--- config.mk ---
export PLATFORM = sky130hd
export DESIGN_NAME = snitch_shared_muldiv_arb
export DESIGN_NICKNAME = d
export VERILOG_FILES = /design/src/rtl/snitch_shared_muldiv_arb.sv
export SDC_FILE = /design/constraint.sdc
export NUM_CORES = 1
export LEC_CHECK = 0
export ABC_AREA = 1
export CORE_AREA = 2 2 247 249
export CTS_CLUSTER_SIZE = 25
export DETAILED_ROUTE_END_ITERATION = 12
export DIE_AREA = 0 0 249 251
export MAX_ROUTING_LAYER = met4
export PLACE_DENSITY = 0.43
export SYNTH_ARGS = -nofsm -noshare
export SYNTH_HDL_FRONTEND = slang
export SYNTH_SLANG_ARGS = --single-unit
--- constraint.sdc ---
create_clock -name clk_i -period 2.4 [get_ports clk_i]
set_input_delay 0.24 -clock clk_i [delete_from_list [all_inputs] [get_ports clk_i]]
set_output_delay 0.24 -clock clk_i [all_outputs]
set_load 0.01 [all_outputs]
--- src/rtl/snitch_shared_muldiv_arb.sv ---
// Round-robin arbiter sharing one muldiv unit among NrCores cores; responses return via an in-order tag FIFO.
// Optional contention counter enabled by defining SNITCH_MULDIV_ARB_PERF_EN.
module snitch_shared_muldiv_arb #(
  parameter int unsigned NrCores        = 4,
  parameter int unsigned DataWidth      = 32,
  parameter int unsigned IdWidth        = 5,
  parameter int unsigned MaxOutstanding = 4
) (
  input  logic                                clk_i,
  input  logic                                rst_i,
  input  logic [NrCores-1:0]                  core_q_valid_i,
  output logic [NrCores-1:0]                  core_q_ready_o,
  input  logic [NrCores-1:0][31:0]            core_q_op_i,
  input  logic [NrCores-1:0][DataWidth-1:0]   core_q_arga_i,
  input  logic [NrCores-1:0][DataWidth-1:0]   core_q_argb_i,
  input  logic [NrCores-1:0][IdWidth-1:0]     core_q_id_i,
  output logic [NrCores-1:0]                  core_p_valid_o,
  input  logic [NrCores-1:0]                  core_p_ready_i,
  output logic [DataWidth-1:0]                core_p_data_o,
  output logic [IdWidth-1:0]                  core_p_id_o,
  output logic                                core_p_error_o,
  output logic                                mu_q_valid_o,
  input  logic                                mu_q_ready_i,
  output logic [31:0]                         mu_q_op_o,
  output logic [DataWidth-1:0]                mu_q_arga_o,
  output logic [DataWidth-1:0]                mu_q_argb_o,
  output logic [IdWidth-1:0]                  mu_q_id_o,
  input  logic                                mu_p_valid_i,
  output logic                                mu_p_ready_o,
  input  logic [DataWidth-1:0]                mu_p_data_i,
  input  logic [IdWidth-1:0]                  mu_p_id_i,
  input  logic                                mu_p_error_i,
  output logic [31:0]                         contention_cnt_o
);

  localparam int unsigned IdxW = $clog2(NrCores);
  localparam int unsigned PtrW = (MaxOutstanding > 1) ? $clog2(MaxOutstanding) : 1;
  localparam int unsigned CntW = $clog2(MaxOutstanding) + 1;

  logic [IdxW-1:0] rr_q, lock_idx_q, grant, head;
  logic            lock_q, lock_d;
  logic [IdxW-1:0] fifo_q [MaxOutstanding];
  logic [PtrW-1:0] wr_ptr_q, rd_ptr_q;
  logic [CntW-1:0] occ_q;
  logic            full, empty, push, pop;

  function automatic logic [PtrW-1:0] ptr_inc(input logic [PtrW-1:0] p);
    return (p == PtrW'(MaxOutstanding - 1)) ? '0 : p + PtrW'(1);
  endfunction

  // Reverse scan so the valid core closest to rr_q is written last and wins.
  always_comb begin
    int unsigned idx;
    idx   = 0;
    grant = rr_q;
    if (lock_q) begin
      grant = lock_idx_q;
    end else begin
      for (int i = NrCores - 1; i >= 0; i--) begin
        idx = (int'(rr_q) + i) % NrCores;
        if (core_q_valid_i[idx]) grant = IdxW'(idx);
      end
    end
  end

  assign full  = (occ_q == CntW'(MaxOutstanding));
  assign empty = (occ_q == '0);

  assign mu_q_valid_o = core_q_valid_i[grant] & ~full;
  assign mu_q_op_o    = core_q_op_i[grant];
  assign mu_q_arga_o  = core_q_arga_i[grant];
  assign mu_q_argb_o  = core_q_argb_i[grant];
  assign mu_q_id_o    = core_q_id_i[grant];
  assign push         = mu_q_valid_o & mu_q_ready_i;
  // Any stalled offer re-locks; a handshake or a dropped valid releases the lock.
  assign lock_d       = mu_q_valid_o & ~mu_q_ready_i;

  always_comb begin
    core_q_ready_o        = '0;
    core_q_ready_o[grant] = mu_q_ready_i & ~full;
  end

  assign head           = fifo_q[rd_ptr_q];
  assign mu_p_ready_o   = core_p_ready_i[head] & ~empty;
  assign pop            = mu_p_valid_i & mu_p_ready_o;
  assign core_p_data_o  = mu_p_data_i;
  assign core_p_id_o    = mu_p_id_i;
  assign core_p_error_o = mu_p_error_i;

  always_comb begin
    core_p_valid_o       = '0;
    core_p_valid_o[head] = mu_p_valid_i & ~empty;
  end

  always_ff @(posedge clk_i or posedge rst_i) begin
    if (rst_i) begin
      rr_q       <= '0;
      lock_q     <= 1'b0;
      lock_idx_q <= '0;
      wr_ptr_q   <= '0;
      rd_ptr_q   <= '0;
      occ_q      <= '0;
    end else begin
      lock_q <= lock_d;
      if (lock_d) lock_idx_q <= grant;
      if (push) begin
        rr_q     <= (grant == IdxW'(NrCores - 1)) ? '0 : grant + IdxW'(1);
        wr_ptr_q <= ptr_inc(wr_ptr_q);
      end
      if (pop) rd_ptr_q <= ptr_inc(rd_ptr_q);
      case ({push, pop})
        2'b10:   occ_q <= occ_q + CntW'(1);
        2'b01:   occ_q <= occ_q - CntW'(1);
        default: occ_q <= occ_q;
      endcase
    end
  end

  // Tag storage carries no reset; occupancy alone defines which entries are live.
  always_ff @(posedge clk_i) begin
    if (push) fifo_q[wr_ptr_q] <= grant;
  end

`ifdef SNITCH_MULDIV_ARB_PERF_EN
  logic [31:0] cnt_q;
  logic        multi_valid;

  // Clearing the lowest set bit leaves something only if two or more bits were set.
  assign multi_valid = |(core_q_valid_i & (core_q_valid_i - NrCores'(1)));

  always_ff @(posedge clk_i or posedge rst_i) begin
    if (rst_i) begin
      cnt_q <= '0;
    end else if (multi_valid && (cnt_q != 32'hFFFF_FFFF)) begin
      cnt_q <= cnt_q + 32'd1;
    end
  end

  assign contention_cnt_o = cnt_q;
`else
  assign contention_cnt_o = '0;
`endif

`ifndef SYNTHESIS
  assert property (@(posedge clk_i) disable iff (rst_i) !(mu_p_valid_i && empty))
    else $error("response from muldiv unit with no outstanding tag");
  assert property (@(posedge clk_i) disable iff (rst_i) lock_q |-> core_q_valid_i[lock_idx_q])
    else $error("core dropped valid while its request was locked");
`endif

endmodule
Word level (Yosys, flattened, before mapping)
Memory sizes are Yosys's and may differ from the RTL's. Cells that the tools add are included. Widths: inputs -> output; s select.

Add/subtract/negate cells: 8. Eq/ne operators: 6. Bitwise operators: 12. Muxes and demuxes: 35. Reductions and logical operators: 4. $lt $le $gt $ge: 8.

Operator list (count): $bmux 32 s2 (3); $mux 32 (3); $lt 2x3->1 const B (6); $mux 2 (8); $bmux 1 s2 (6); $bmux 5 s2 (1); $mux 1 (10); $add 2x1->2 const B (4); $and 4x4->4 (2); $eq 2x2->1 const B (4); $and 1x1->1 (7); $pmux 3 s2 (1); $mux 5 (1); $add 2x2->2 const B (2); $demux 1 s2 (2); $ge 2x1->1 const B (2); $add 3x1->3 const B (1); $eq 3x3->1 const B (1); $logic_not 3->1 (1); $not 1->1 (3); $sub 3x1->3 const B (1); $eq 2x1->1 const B (1); $logic_and 1x1->1 (2); $reduce_bool 2->1 (1).

Memories kept: 1. Output and inout bits: 181. Memory bits (writable): 8. Register bits after elaboration: 12.

Memories: fifo_q (depth 4, bits a word 2, read ports 1, clocked after Yosys merged registers in 0, write ports 1, RTL line 42) `logic [IdxW-1:0] fifo_q [MaxOutstanding];`.

Longest topological paths before layout
Depth in word-level cells: 14. Depth in mapped cells: 23. Depth with buffers taken out: 22.

Worst setup path before layout
OpenSTA, ideal clock, no wires.

Path kind: flip-flop to flip-flop. From: register rr_q[0]. To: register occ_q[2]. Stages on the path, launching flop included: 22. Buffers on the path: 1. Arrival time: 2.513 ns. Clock period less this slack: 2.644 ns. Path slack: -0.244 ns. Data required time: 2.269 ns. Setup time: 0.131 ns. Cells stage by stage: dfrtp_1 buf_6 inv_4 nand2_1 and2_1 nand2_1 nand2_1 inv_2 nand3_1 nand2_2 nand2_2 nand2_4 nand2_1 nand3_1 nand2_2 nand3_4 ha_1 inv_1 fa_1 a21oi_1 o21ai_0 xor2_1.

Longest elaborated chain between the ends: 14. Elaborated cells on any way between the ends: 24.

Ends and longest elaborated chain: start, declared (RTL line 40) `logic [IdxW-1:0] rr_q, lock_idx_q, grant, head;`; start signal, assigned (RTL line 107) `rr_q <= (grant == IdxW'(NrCores - 1)) ? '0 : grant + IdxW'(1);`; $add 2x2->2 (RTL line 60) `idx = (int'(rr_q) + i) % NrCores;`; $bmux 1 s2 (RTL line 61) `if (core_q_valid_i[idx]) grant = IdxW'(idx);`; $mux 1 (implied by the code) (RTL line 61); $mux 2 (3 in a row) (RTL line 61); $mux 2 (*) (RTL line 61); $mux 2 (*) (RTL line 56) `if (lock_q) begin`; $bmux 1 s2 (*) (RTL line 69) `assign mu_q_valid_o = core_q_valid_i[grant] & ~full;`; $mux 1 (implied by the code) (*) (RTL line 69); $and 1x1->1 (*) (RTL line 69); $and 1x1->1 (*) (RTL line 74) `assign push = mu_q_valid_o & mu_q_ready_i;`; $eq 2x1->1 / $eq 2x2->1 (equally long branches) (RTL line 111) `case ({push, pop})`; $pmux 3 s2 / $reduce_bool 2->1 (equally long branches); end signal, assigned (RTL line 112) `2'b10: occ_q <= occ_q + CntW'(1);`; end signal, assigned (RTL line 113) `2'b01: occ_q <= occ_q - CntW'(1);`; end signal, assigned (RTL line 114) `default: occ_q <= occ_q;`; end, declared (RTL line 44) `logic [CntW-1:0] occ_q;`.

Every way passes the cells marked *; elsewhere a longest branch is shown, timed or not. The select of a mux whose other input is x is not followed. A chain may end at the register's enable or synchronous reset.

Final worst setup path
From: register rr_q[0]. To: output mu_q_arga_o[15].

Longest elaborated chain between the ends: 10. Elaborated cells on any way between the ends: 18.

Ends and longest elaborated chain: $add 2x2->2 (RTL line 60); $bmux 1 s2 (RTL line 61); $mux 1 (implied by the code) (RTL line 61); $mux 2 (3 in a row) (RTL line 61); $mux 2 (*) (RTL line 61); $mux 2 (*) (RTL line 56); $bmux 32 s2 (*) (RTL line 71) `assign mu_q_arga_o = core_q_arga_i[grant];`; $mux 32 (implied by the code) (*) (RTL line 71); end, declared (RTL line 25) `output logic [DataWidth-1:0] mu_q_arga_o,`.

Marks and branches as above.

==> run summary <==
Outcome - complete, but fails checks
Violations in the final reports - setup timing
Combinational fraction of design power - 96.8%
FMAX - 0.3426 GHz
Final Slew Violations - 0
Warnings from Yosys - 0
Cells after Synth - 831
Final wirelength - 46.68 mm
Vias in the first global route - 8524
Post-route ant nets - 0
Crit. End Element - output pin
Total CTS buffers - 3
Gpl congestion - 0.9230
CP Launch Type - register
Power Dens Cells - 2210 nW/um^2
Top_reg_cell synth - dfrtp_1
GRT Util Overall - 13.93%
Clock power share - 1.1%
First-pass GRT wire length - 61.49 mm
Chip width - 249 um
Final setup fails - 121
P_leak - 5.542 nW
Netlist cell types - 31
Grt peak-use layer - met2
Clock skew - 0.004733 ns
Initial antenna violation count - 7
Clk Latency, worst-skew pair - 0.25 ns
Final core occ - 23.61%
Biggest area consumer among synthesized cells - nor2_1
Period utilisation layout - 121.6%
IO Pins - 635
Max-cap violation count - 0
RSZ-0062 raised after global routing - yes
Final WS setup - -0.5192 ns
Layout cell share with drive strength beyond 1 - 39.16%
Post-synth EDFFs - 8
DR pass1 iterations - 4
H-tree depth - 1
Synth Area per Inst - 5.664 um^2
Internal power - 15.69 mW
CTS Sinks - 20
Initial DRC count - 257
NetSw - 15.51 mW
Ys async rst share - 60.00%
Largest net degree at the start of global routing - 27
Core Area - 59790 um^2
Met3 Use GR - 3.531%
Top cell type's share of synthesized area - 17.15%
Total Power - 31.19 mW
Cell area after synthesis - 4707 um^2
Worst slack at placement - -0.9644 ns
Congestion Overflow GR - 0
Worst Setup Path Type - reg2out
PortBufs - 526
Seq cells post-synth - 20
Endpoints failing hold - 0
Sequential power share - 2.1%
Area of the die - 62500 um^2
Area delta synth->final - 199.9%
Met2 Use GR - 24.77%
Vias per std cell - 3.751
Final nets - 1896
Post-route setup TNS - -46.29 ns
Data arrival, critical path - 2.68 ns
Clock transition at path regs - 0.06 ns
Cell row count - 90
Tmin final - 2.919 ns
Sw frac - 49.72%
Hold Crit Class - in2async
Post-DP HPWL - 35.24 mm
Clock buffer depth - 2
Critical path required time - 2.16 ns
Most common cell after layout, fill and taps aside - clkdlybuf4s50_1
Die height - 251 um
Vias - 8315
Initial Util - 7.872%
DRC viols - 0
Filler Cells Inserted - 6559
Max VDD drop - 0.0008418 V
CTS tree - done
WL per Instance - 21.06 um
Post-synthesis sequential area ratio - 11.48%
Most frequent cells in the layout - clkdlybuf4s50_1, nor2_1, buf_4
Top post-synthesis cells by area - nor2_1, o21ai_0, buf_4
Grt met1 use - 15.85%
Worst-path fanout max - 8
CTS root buf - clkbuf_16
critical path: stages, from the launching register on:
cell and delay, ns:
dfrtp_2 0.46, buf_12 0.15, o21ai_4 0.14, nand2_2 0.07
nand2_2 0.08, inv_2 0.04, nand2_2 0.07, nand2_1 0.05
nand2_1 0.07, nand2_2 0.07, nand2_4 0.09, nand2_8 0.13
inv_16 0.12, buf_8 0.12, buf_16 0.12, buf_12 0.15
buf_6 0.11, nor2_2 0.03, o22ai_2 0.18, buf_6 0.14
routing by layer:
metal	wire, um	vias up
met5	0	-
met4	956	0
met3	3438	33
met2	23640	402
met1	18650	3886
li1	-	3994
worst paths after layout:
kind / endpoint / slack (ns) / startpoint / depth (start not counted)
max in group asynchronous: rd_ptr_q[0]$_DFFE_PP0P_ / 1.70 / rst_i / 2
max reg2reg: occ_q[2]$_DFFE_PP0P_ / -0.51 / rr_q[0]$_DFFE_PP0P_ / 21
min in group clk_i: lock_idx_q[0]$_DFFE_PP0P_ / 0.48 / lock_idx_q[0]$_DFFE_PP0P_ / 2
min: occ_q[2]$_DFFE_PP0P_ / 0.34 / rst_i / 2
min reg2reg: lock_idx_q[0]$_DFFE_PP0P_ / 0.48 / lock_idx_q[0]$_DFFE_PP0P_ / 2
max: mu_q_arga_o[15] / -0.52 / rr_q[0]$_DFFE_PP0P_ / 19
kinds of logic (layout without fill, tap and decap cells):
group / Yosys count / after routing / synth area share [%]
other: 1 / 37 / 0.07967
AO/OA/AOI/OAI: 313 / 313 / 36.20
adder cells (fa/ha/maj): 11 / 11 / 3.083
XOR/XNOR: 2 / 2 / 0.3722
AND/OR/NAND/NOR: 311 / 311 / 26.48
buffers and inverters: 173 / 741 / 22.30
flip-flops: 20 / 20 / 11.48
power by group through the flow:
stage / Sequential (mW) / Combinational (mW) / Clock (mW)
5_1_grt: 0.682 / 32.2 / 0.368
2_1_floorplan: 0.619 / 8.85 / 0
4_1_cts: 0.646 / 26.3 / 0.351
6_report: 0.661 / 30.2 / 0.344
3_5_place_dp: 0.654 / 21.3 / 0
3_3_place_gp: 0.660 / 21.3 / 0
synth_stat cells, types with 10 or more instances:
| master | instances |
|---|---|
| buf_2 | 36 |
| nand2_1 | 61 |
| dfrtp_1 | 12 |
| buf_4 | 85 |
| nand3_1 | 16 |
| nor2_1 | 215 |
| clkbuf_1 | 12 |
| inv_1 | 30 |
| o21ai_1 | 60 |
| ha_1 | 10 |
| o22ai_1 | 101 |
| o21ai_0 | 147 |
registers in the layout (all words and copies together), names as in the netlist:
signal      count
fifo_q          8
occ_q           3
lock_idx_q      2
rd_ptr_q        2
rr_q            2
wr_ptr_q        2
lock_q          1
metrics by stage:
step | instance area (um^2) | std cells | hold WS [ns]
after detailed placement | 11330 | 2143 | 0.4669
after global placement | 11330 | 2143 | 0.4742
after floorplan | 4851 | 862 | 0.1047
after global routing | 14120 | 2217 | 0.3982
after CTS | 12630 | 2199 | 0.3768
final | 14120 | 2217 | 0.3433
final cells by class:
cell class	instances	area (um^2)	share of cell area, %
diodes	5	12.51	0.08864
clock inverters	1	3.754	0.02659
repair buffers	702	7601	53.85
flip-flops and latches	20	544.3	3.856
inverters	35	162.7	1.152
multi-input cells	669	4738	33.57
well taps	782	978.4	6.931
clock buffers	3	75.07	0.5318
timing repair:
| item | 4_1_cts | 5_1_grt |
|---|---|---|
| setup endpoints to repair | 127 | 129 |
| cloned | 17 | 14 |
| buffers inserted | 38 | 21 |
| pin swaps | 46 | 105 |
| hold buffers | 0 | 0 |
| gates resized for setup | 586 | 386 |
(Power assumes the default switching activity.)
